**config.mk**
```make
export PLATFORM = sky130hd
export DESIGN_NAME = io_port_device
export DESIGN_NICKNAME = d
export VERILOG_FILES = /design/src/rtl/io_port_pkg.sv /design/src/rtl/io_out_fifo.sv /design/src/rtl/io_port_device.sv
export SDC_FILE = /design/constraint.sdc
export NUM_CORES = 1
export LEC_CHECK = 0
export ABC_AREA = 1
export ABC_CLOCK_PERIOD_IN_PS = 15100
export BUFFER_PORTS_ARGS = -buffer_cell sky130_fd_sc_hd__buf_2
export CORE_MARGIN = 1
export CORE_UTILIZATION = 55
export DETAILED_ROUTE_END_ITERATION = 7
export HOLD_SLACK_MARGIN = 0.06
export PLACE_DENSITY = 0.79
export SLEW_MARGIN = 5
export SYNTH_ARGS = -nofsm -noshare
export SYNTH_HDL_FRONTEND = slang
export SYNTH_SLANG_ARGS = --single-unit
```
**constraint.sdc**
```tcl
create_clock -name clock -period 15.1 [get_ports clock]
set_clock_uncertainty 0.2 [all_clocks]
set_input_delay 2.265 -clock clock [delete_from_list [all_inputs] [get_ports clock]]
set_output_delay 2.265 -clock clock [all_outputs]
set_load 0.005 [all_outputs]
```
**src/rtl/io_port_pkg.sv**
```systemverilog
// io_port_pkg: shared defaults for the programmed-I/O port endpoint.
//   DATA_W_DEF    - default port data width
//   OUT_DEPTH_DEF - default output FIFO depth (power of two, >= 2)
//   count_w()     - width of an occupancy counter able to hold 0..depth
package io_port_pkg;

    localparam int unsigned DATA_W_DEF    = 32;
    localparam int unsigned OUT_DEPTH_DEF = 4;

    // Occupancy needs one extra bit so that "full" (== depth) is representable.
    function automatic int unsigned count_w(input int unsigned depth);
        return $clog2(depth) + 1;
    endfunction

    localparam int unsigned OUT_COUNT_W_DEF = count_w(OUT_DEPTH_DEF);

endpackage

```
**src/rtl/io_out_fifo.sv**
```systemverilog
// io_out_fifo: synchronous show-ahead FIFO buffering CPU OUT words.
// Ports:
//   clock, clear       - rising-edge clock, async active-high reset
//   push, data_in      - write request and word
//   pop                - read request (ignored while empty)
//   data_out           - head entry, valid whenever empty == 0
//   full, empty, count - occupancy status
//   drop               - push rejected this cycle (full, no simultaneous pop)
module io_out_fifo
    import io_port_pkg::*;
#(
    parameter int unsigned DATA_W = DATA_W_DEF,
    parameter int unsigned DEPTH  = OUT_DEPTH_DEF
) (
    input  logic                       clock,
    input  logic                       clear,
    input  logic                       push,
    input  logic [DATA_W-1:0]          data_in,
    input  logic                       pop,
    output logic [DATA_W-1:0]          data_out,
    output logic                       full,
    output logic                       empty,
    output logic [count_w(DEPTH)-1:0]  count,
    output logic                       drop
);

    localparam int unsigned PTR_W = $clog2(DEPTH);
    localparam int unsigned CNT_W = count_w(DEPTH);

    logic [DATA_W-1:0] mem [DEPTH];
    logic [PTR_W-1:0]  wr_ptr;
    logic [PTR_W-1:0]  rd_ptr;
    logic              do_push;
    logic              do_pop;

    assign full  = (count == CNT_W'(DEPTH));
    assign empty = (count == '0);

    // A push into a full FIFO is accepted only when a pop frees the head slot.
    assign do_pop  = pop & ~empty;
    assign do_push = push & (~full | do_pop);
    assign drop    = push & full & ~do_pop;

    assign data_out = mem[rd_ptr];

    // Storage and pointers; memory is reset so the head reads 0 after clear.
    always_ff @(posedge clock or posedge clear) begin
        if (clear) begin
            for (int i = 0; i < int'(DEPTH); i++) begin
                mem[i] <= '0;
            end
            wr_ptr <= '0;
            rd_ptr <= '0;
        end else begin
            if (do_push) begin
                mem[wr_ptr] <= data_in;
                wr_ptr      <= wr_ptr + PTR_W'(1);
            end
            if (do_pop) begin
                rd_ptr <= rd_ptr + PTR_W'(1);
            end
        end
    end

    // Occupancy counter.
    always_ff @(posedge clock or posedge clear) begin
        if (clear) begin
            count <= '0;
        end else begin
            case ({do_push, do_pop})
                2'b10:   count <= count + CNT_W'(1);
                2'b01:   count <= count - CNT_W'(1);
                default: count <= count;
            endcase
        end
    end

endmodule

```
**src/rtl/io_port_device.sv**
```systemverilog
// io_port_device: device-side endpoint for the CPU's programmed I/O ports.
// Ports:
//   clock, clear                  - rising-edge clock, async active-high reset
//   outport_data, outport_wr      - word written by an OUT instruction
//   inport_data, inport_rd        - word sampled by an IN instruction
//   ext_in_data/valid/ready       - external producer handshake into holding reg
//   ext_out_data/valid/ready      - external consumer handshake out of the FIFO
//   out_count                     - output FIFO occupancy
//   inport_fresh                  - holding register has an unread word
//   out_overflow, in_underrun     - sticky error flags
//   clr_flags                     - synchronous clear of the sticky flags
module io_port_device
    import io_port_pkg::*;
#(
    parameter int unsigned DATA_W    = DATA_W_DEF,
    parameter int unsigned OUT_DEPTH = OUT_DEPTH_DEF
) (
    input  logic                          clock,
    input  logic                          clear,
    input  logic [DATA_W-1:0]             outport_data,
    input  logic                          outport_wr,
    output logic [DATA_W-1:0]             inport_data,
    input  logic                          inport_rd,
    input  logic [DATA_W-1:0]             ext_in_data,
    input  logic                          ext_in_valid,
    output logic                          ext_in_ready,
    output logic [DATA_W-1:0]             ext_out_data,
    output logic                          ext_out_valid,
    input  logic                          ext_out_ready,
    output logic [count_w(OUT_DEPTH)-1:0] out_count,
    output logic                          inport_fresh,
    output logic                          out_overflow,
    output logic                          in_underrun,
    input  logic                          clr_flags
);

    logic accept;
    logic fifo_full;
    logic fifo_empty;
    logic fifo_drop;

    // Holding register may refill in the same cycle the CPU reads it.
    assign ext_in_ready = ~inport_fresh | inport_rd;
    assign accept       = ext_in_valid & ext_in_ready;

    assign ext_out_valid = ~fifo_empty;

    // Input holding register: a read without refill keeps the stale word.
    always_ff @(posedge clock or posedge clear) begin
        if (clear) begin
            inport_data  <= '0;
            inport_fresh <= 1'b0;
        end else if (accept) begin
            inport_data  <= ext_in_data;
            inport_fresh <= 1'b1;
        end else if (inport_rd) begin
            inport_fresh <= 1'b0;
        end
    end

    // Sticky flags; a set condition wins over a simultaneous clear.
    always_ff @(posedge clock or posedge clear) begin
        if (clear) begin
            out_overflow <= 1'b0;
            in_underrun  <= 1'b0;
        end else begin
            if (fifo_drop) begin
                out_overflow <= 1'b1;
            end else if (clr_flags) begin
                out_overflow <= 1'b0;
            end
            if (inport_rd & ~inport_fresh) begin
                in_underrun <= 1'b1;
            end else if (clr_flags) begin
                in_underrun <= 1'b0;
            end
        end
    end

    io_out_fifo #(
        .DATA_W (DATA_W),
        .DEPTH  (OUT_DEPTH)
    ) u_out_fifo (
        .clock    (clock),
        .clear    (clear),
        .push     (outport_wr),
        .data_in  (outport_data),
        .pop      (ext_out_ready),
        .data_out (ext_out_data),
        .full     (fifo_full),
        .empty    (fifo_empty),
        .count    (out_count),
        .drop     (fifo_drop)
    );

endmodule

```
==> run metrics, run 1 <==
async set-reset flop share out of synthesis 100%; mux share of post-synthesis cell area 0%; share of post-route cells with drive strength above 1 18.3%; Max VDD drop 0.100 mV; crit path time final 5060 ps; Synthesis Warnings 0; Post-Synthesis Cell Area 7970 um^2; Synth top area share 53.4%; CTS tree done; die area 15000 um^2; Crit. End Element output port; DRT Wirelength 21.1 mm; gpl congestion 0.764; post-CTS setup buffer count 0; Inserted Clock Buffers 17; DR iter-0 viols 714; Slew Limit Fails 0; EDFF count, synth 0; Avg Cell Area, Syn 8.37 um^2; grt ovf 0; Row Count 43; final hold vios 0; # diodes 0; Root Buffer clkbuf_16; setup slack at placement 10040 ps; Worst-Skew Late Latency 430 ps; Reg2Reg Capture Point u_out_fifo.count[1]; Synth Net Count 1029; pwr dens 212 nW/um^2; area of the multi-input gates 3200 um^2; gr usage total 29.8%; Yosys cell types 23; DR WL/cell 17.2 um; Critical Path Source inport_rd; Hold Path Class reg2reg; drt first pass iters 7; P_leak 4.81 nW; sequential share of the synthesized area 53.4%; vias in the first global route 6883; count of input and output buffers 142; CP required 12640 ps; Post-Synth Adder-Cell Area 1.04%; first-pass GRT wire length 34.1 mm; FMAX 198 MHz; flops & latches, synth 170; largest cells by area after synthesis dfrtp_1 (53%), nand2_1 (16%), nand4_1 (10%); WP data arrival 2600 ps; Fin Setup TNS 0 ps; Max-Cap Viols 0; Area Overhead vs Synth 14.4%; dpl hpwl 11.9 mm; largest net degree at the start of global routing 92; Slew HR 31.8%; CORE AREA 14000 um^2; Simple-Gate Fraction of Synth Area 31.8%; post-route cell area 9120 um^2; status finished, final reports clean; R2R setup slack 11960 ps; vias 7214; WS Path Type in2out; clk sink count 170; prevailing post-synth register cell dfrtp_1; Die Y-Extent 122 um; Starting Density 57.0%; die width 122 um; Compound-Gate Fraction of Synth Area 6.80%; Setup crit start kind input pin; post-route ant nets 0; critical path endpoint ext_in_ready; htree depth 4; Max FO, Critical Path 2; Hold-fix buffers, CTS 0; endpoints failing setup 0; worst r2r path cells 9; Worst Hold Depth 2; Final Util 65.2%; fin nets 1113; Mapped Cells 952; Reg-to-Reg Start u_out_fifo.count[2]; largest family of logic cells by synthesized area simple AND/OR/NAND/NOR gates; Worst-Margin Slew 1020 ps; drt drc 0; most common cell in the netlist nand2_1; Post-Place Cell Area 8540 um^2; IO Count 143; Synth top cells by count nand2_1 (334), dfrtp_1 (170), nand4_1 (128); initial antenna violation count 0; storage element area 4260 um^2; via/cell ratio 5.87; CTS clk-pin slew, worst paths 60 ps; # fillers 1230; Yosys top cell by area dfrtp_1; Worst Slack Setup Final 10040 ps; Post-Synth XOR/XNOR Area 0.439%; RSZ-0062 raised after global routing false; Max clock buf depth 2; # resized after CTS 0; Final period util 33.5%
## cells by family after synthesis
group,count (synthesis)
compound gates,100
xor+xnor,4
fa+ha+maj,6
buf+inv,103
flops,170
simple gates,569
## final cells by class
type                    count  share of cell area (%)
clock inverters             6                   0.960
well taps                 180                    2.47
flip-flops and latches    170                    46.7
clock buffers              25                    5.43
multi-input cells         679                    35.1
repair buffers            153                    8.73
inverters                  15                   0.672
## critical path, stage by stage
cell and delay, ps:
buf_2 90, inv_1 60, nand2_1 60, buf_2 120
## sequential cells by signal (all words and copies together) (netlist names)
signal,cells
u_out_fifo.mem,128
inport_data,32
u_out_fifo.count,3
u_out_fifo.rd_ptr,2
u_out_fifo.wr_ptr,2
in_underrun,1
inport_fresh,1
out_overflow,1
## metrics by stage
stage               instances  hold slack, ps  total power [mW]
finish                   1228             265              1.93
global route             1228             285              2.07
global placement         1197             248              1.47
detailed placement       1197             253              1.50
CTS                      1228             268              1.93
floorplan                 952             237              1.24
## how the worst min path moves through the flow
stage	end	start	slack, ps
global placement	u_out_fifo.mem[79]	u_out_fifo.mem[79]	250
floorplan	u_out_fifo.mem[63]	u_out_fifo.mem[63]	240
detailed placement	u_out_fifo.mem[52]	u_out_fifo.mem[52]	250
CTS	inport_data[3]	inport_data[3]	270
global route	u_out_fifo.mem[38]	u_out_fifo.mem[38]	280
finish	inport_data[3]	inport_data[3]	260
## placed cells by master (no fill, tap or decap), types with 2 or more instances in the layout
master / instances
buf_2: 141
buf_4: 12
bufinv_16: 2
clkbuf_1: 4
clkbuf_16: 17
clkbuf_8: 4
clkinvlp_4: 3
dfrtp_1: 169
ha_1: 5
inv_1: 11
inv_2: 3
nand2_1: 334
nand3_1: 36
nand3_2: 4
nand4_1: 128
nor2_1: 64
nor2_2: 2
o21ai_0: 47
o21ai_1: 20
o22ai_1: 33
xnor2_1: 2
xor2_1: 2
## layer usage
layer	track usage [%]	vias up	part of all wire, %	wire [um]
met4	10.9	0	1.8	389
met3	6.78	36	7.8	1650
li1	-	3389	-	-
met5	0	-	0	0
met2	48.1	301	48	10100
met1	39.3	3488	43	9040
## report_power, final
part	leakage (nW)	internal, mW	switching (mW)
registers	2.12	0.636	0.0991
clock network	0.276	0.260	0.174
logic	2.42	0.270	0.494
total	4.81	1.17	0.767
Power figures use the tool's default switching activity.
==> run 2, diff against run 1 <==
ABC_CLOCK_PERIOD_IN_PS = 4400   (was 15100)
CORE_UTILIZATION = 51   (was 55)
PLACE_DENSITY = 0.77   (was 0.79)
clock period = 4.4 ns   (was 15.1 ns; I/O delays follow)
==> run 2 against run 1 <==
First-iteration DRC count grew 8.3%; routed wire length about the same; largest cell class unchanged; largest power group unchanged; power grew to 3.5 times the previous value; critical path type is now reg2out; sequential power rose to 3.4 times the previous value; critical endpoint is now ext_out_data[12].
==> run metrics, run 2 (same netlist as run 1, synthesis figures left out) <==
Inserted Clock Buffers 17 (unchanged); Worst Hold Depth 2 (unchanged); endpoints failing setup 0 (unchanged); post-route ant nets 0 (unchanged); htree depth 4 (unchanged); gpl congestion 0.726 (was 0.764); Final period util 71.2%; WS Path Type reg2out (was in2out); Max clock buf depth 2 (unchanged); Worst-Margin Slew 1210 ps (was 1020 ps); Area Overhead vs Synth 15.6% (was 14.4%); fin nets 1113 (unchanged); FMAX 319 MHz; Max FO, Critical Path 65 (was 2); IO Count 143 (unchanged); RSZ-0062 raised after global routing false (unchanged); max reg flops 128 (unchanged); pwr dens 737 nW/um^2 (was 212 nW/um^2); vias 7187 (was 7214); Worst-Skew Late Latency 420 ps (was 430 ps); part of the power in registers 37.0% (was 38.0%); DR WL/cell 17.1 um (was 17.2 um); crit path time final 3130 ps; grt ovf 0 (unchanged); highest metal used met4 (unchanged); Reg with most FFs u_out_fifo.mem (unchanged); via/cell ratio 5.81 (was 5.87); internal cell power 4.15 mW (was 1.17 mW); Hold Path Class in2reg (was reg2reg); Crit. End Element output port (unchanged); Row Count 45 (was 43); met3 wire len 1.75 mm (was 1.65 mm); largest net degree at the start of global routing 171 (was 92); count of input and output buffers 142 (unchanged); Fin Setup TNS 0 ps (unchanged); # fillers 1394 (was 1230); CTS clk-pin slew, worst paths 60 ps (about the same); gr usage total 27.7% (was 29.8%); Net Sw Power 2.64 mW (was 0.767 mW); Reg2Reg Capture Point u_out_fifo.mem[15] (was u_out_fifo.count[1]); CORE AREA 15200 um^2 (was 14000 um^2); P_leak 4.84 nW (was 4.81 nW); Max-Cap Viols 0 (unchanged); drt drc 0 (unchanged); share of post-route cells with drive strength above 1 18.5% (was 18.3%); Root Buffer clkbuf_16 (unchanged); drt first pass iters 5 (was 7); CTS tree done (unchanged); initial antenna violation count 1 (was 0); Setup crit start kind flip-flop (was input pin); Max VDD drop 0.406 mV (was 0.100 mV); status finished, final reports clean (unchanged); Hold Startpoint clr_flags (was inport_data[3]); WL met1 9.16 mm (was 9.04 mm); commonest non-fill, non-tap cells in the layout nand2_1 (334), dfrtp_1 (169), buf_2 (141) (unchanged); Reg-to-Reg Start u_out_fifo.count[2] (unchanged); crit path max-delay cell type inv_2 (was buf_2); worst hold slack 254 ps (was 265 ps); Slew Limit Fails 0 (unchanged); WL met2 9.87 mm (was 10.1 mm); WP data arrival 2270 ps (was 2600 ps); hold endpoint in_underrun (was inport_data[3]); area of the multi-input gates 3200 um^2 (unchanged); worst r2r path cells 7 (was 9); Starting Density 52.4% (was 57.0%); # resized after CTS 0 (unchanged); setup slack at placement 1300 ps (was 10040 ps); kind of cell adding the most delay to the critical path buffers and inverters (unchanged); R2R setup slack 1530 ps (was 11960 ps); CP Cell Sequence inv_2 > o21ai_1 > o22ai_1 > buf_2 (was buf_2 > inv_1 > nand2_1 > buf_2); post-CTS setup buffer count 0 (unchanged); Clk pwr share 24.4% (was 22.4%); DR iter-0 viols 773 (was 714); Bufs and invs on worst path 2 (was 3); die area 16100 um^2 (was 15000 um^2); final hold vios 0 (unchanged); combinational share of power 38.6% (was 39.5%); vias in the first global route 6814 (was 6883); CP required 3540 ps (was 12640 ps); first-pass GRT wire length 35.2 mm (was 34.1 mm); Slew HR 18.9% (was 31.8%); CP max stage delay 870 ps (was 120 ps); Sw Ratio 38.9% (was 39.7%); Largest regs u_out_fifo.mem x128, inport_data x32, u_out_fifo.count x3 (unchanged); most common cell after layout, fill and taps aside nand2_1 (unchanged); Worst Slack Setup Final 1270 ps (was 10040 ps); clk sink count 170 (unchanged); DRT Wirelength 21.1 mm (about the same); die width 127 um (was 122 um); Die Y-Extent 127 um (was 122 um); storage element area 4260 um^2 (unchanged); dpl hpwl 11.4 mm (was 11.9 mm); Hold-fix buffers, CTS 0 (unchanged)
-- run 2: cell types whose count changed in the layout (fill, tap and decap cells not counted) --
cell	previous run	this run
buf_12	0	1
clkinvlp_4	3	4
clkinv_4	0	2
clkbuf_1	4	3
buf_4	12	11
diode_2	0	1
clkinv_2	1	0
bufinv_16	2	5
inv_6	1	0
clkbuf_8	4	2
-- run 2: per-layer routing --
| layer | vias to the layer above | GRT usage [%] |
|---|---|---|
| li1 | 3404 | - |
| met1 | 3457 | 37.8 |
| met2 | 295 | 44.1 |
| met3 | 31 | 6.32 |
| met4 | 0 | 8.96 |
| met5 | - | 0 |
-- run 2: worst register-to-register path: cells and delay by family (launching register included) --
| kind | cells | cell delay, ps |
|---|---|---|
| simple gates | 5 | 1530 |
| buf+inv | 2 | 610 |
| flops | 1 | 390 |
-- run 2: metrics by stage --
step	utilization [%]	power, mW	instances	instance area (um^2)
2_1_floorplan	-	4.26	952	7980
3_3_place_gp	56.3	5.06	1205	8560
3_5_place_dp	56.3	5.13	1205	8560
4_1_cts	60.6	6.80	1237	9210
5_1_grt	60.6	7.31	1237	9210
6_report	60.6	6.79	1238	9210
-- run 2: worst max path at each step --
stage | startpoint | end | cells past startpoint
2_1_floorplan | clear | in_underrun | 1
3_3_place_gp | ext_out_ready | u_out_fifo.mem[17] | 7
3_5_place_dp | ext_out_ready | u_out_fifo.mem[15] | 7
4_1_cts | u_out_fifo.rd_ptr[0] | ext_out_data[12] | 4
5_1_grt | u_out_fifo.rd_ptr[0] | ext_out_data[27] | 4
6_report | u_out_fifo.rd_ptr[0] | ext_out_data[12] | 4
-- run 2: power by group through the flow --
stage / Sequential (mW) / Combinational (mW) / Clock, mW
2_1_floorplan: 2.46 / 1.80 / 0
3_3_place_gp: 2.50 / 2.55 / 0
3_5_place_dp: 2.51 / 2.61 / 0
4_1_cts: 2.50 / 2.62 / 1.67
5_1_grt: 2.59 / 2.98 / 1.74
6_report: 2.51 / 2.62 / 1.66
-- run 2: layout make-up --
class	instances	area share, %
inverter	15	0.652
multi-input combinational	679	34.7
clock buffer	22	5.04
antenna	1	0.0272
sequential	170	46.2
clock inverter	10	2.06
timing repair buffer	153	8.77
tap	188	2.55
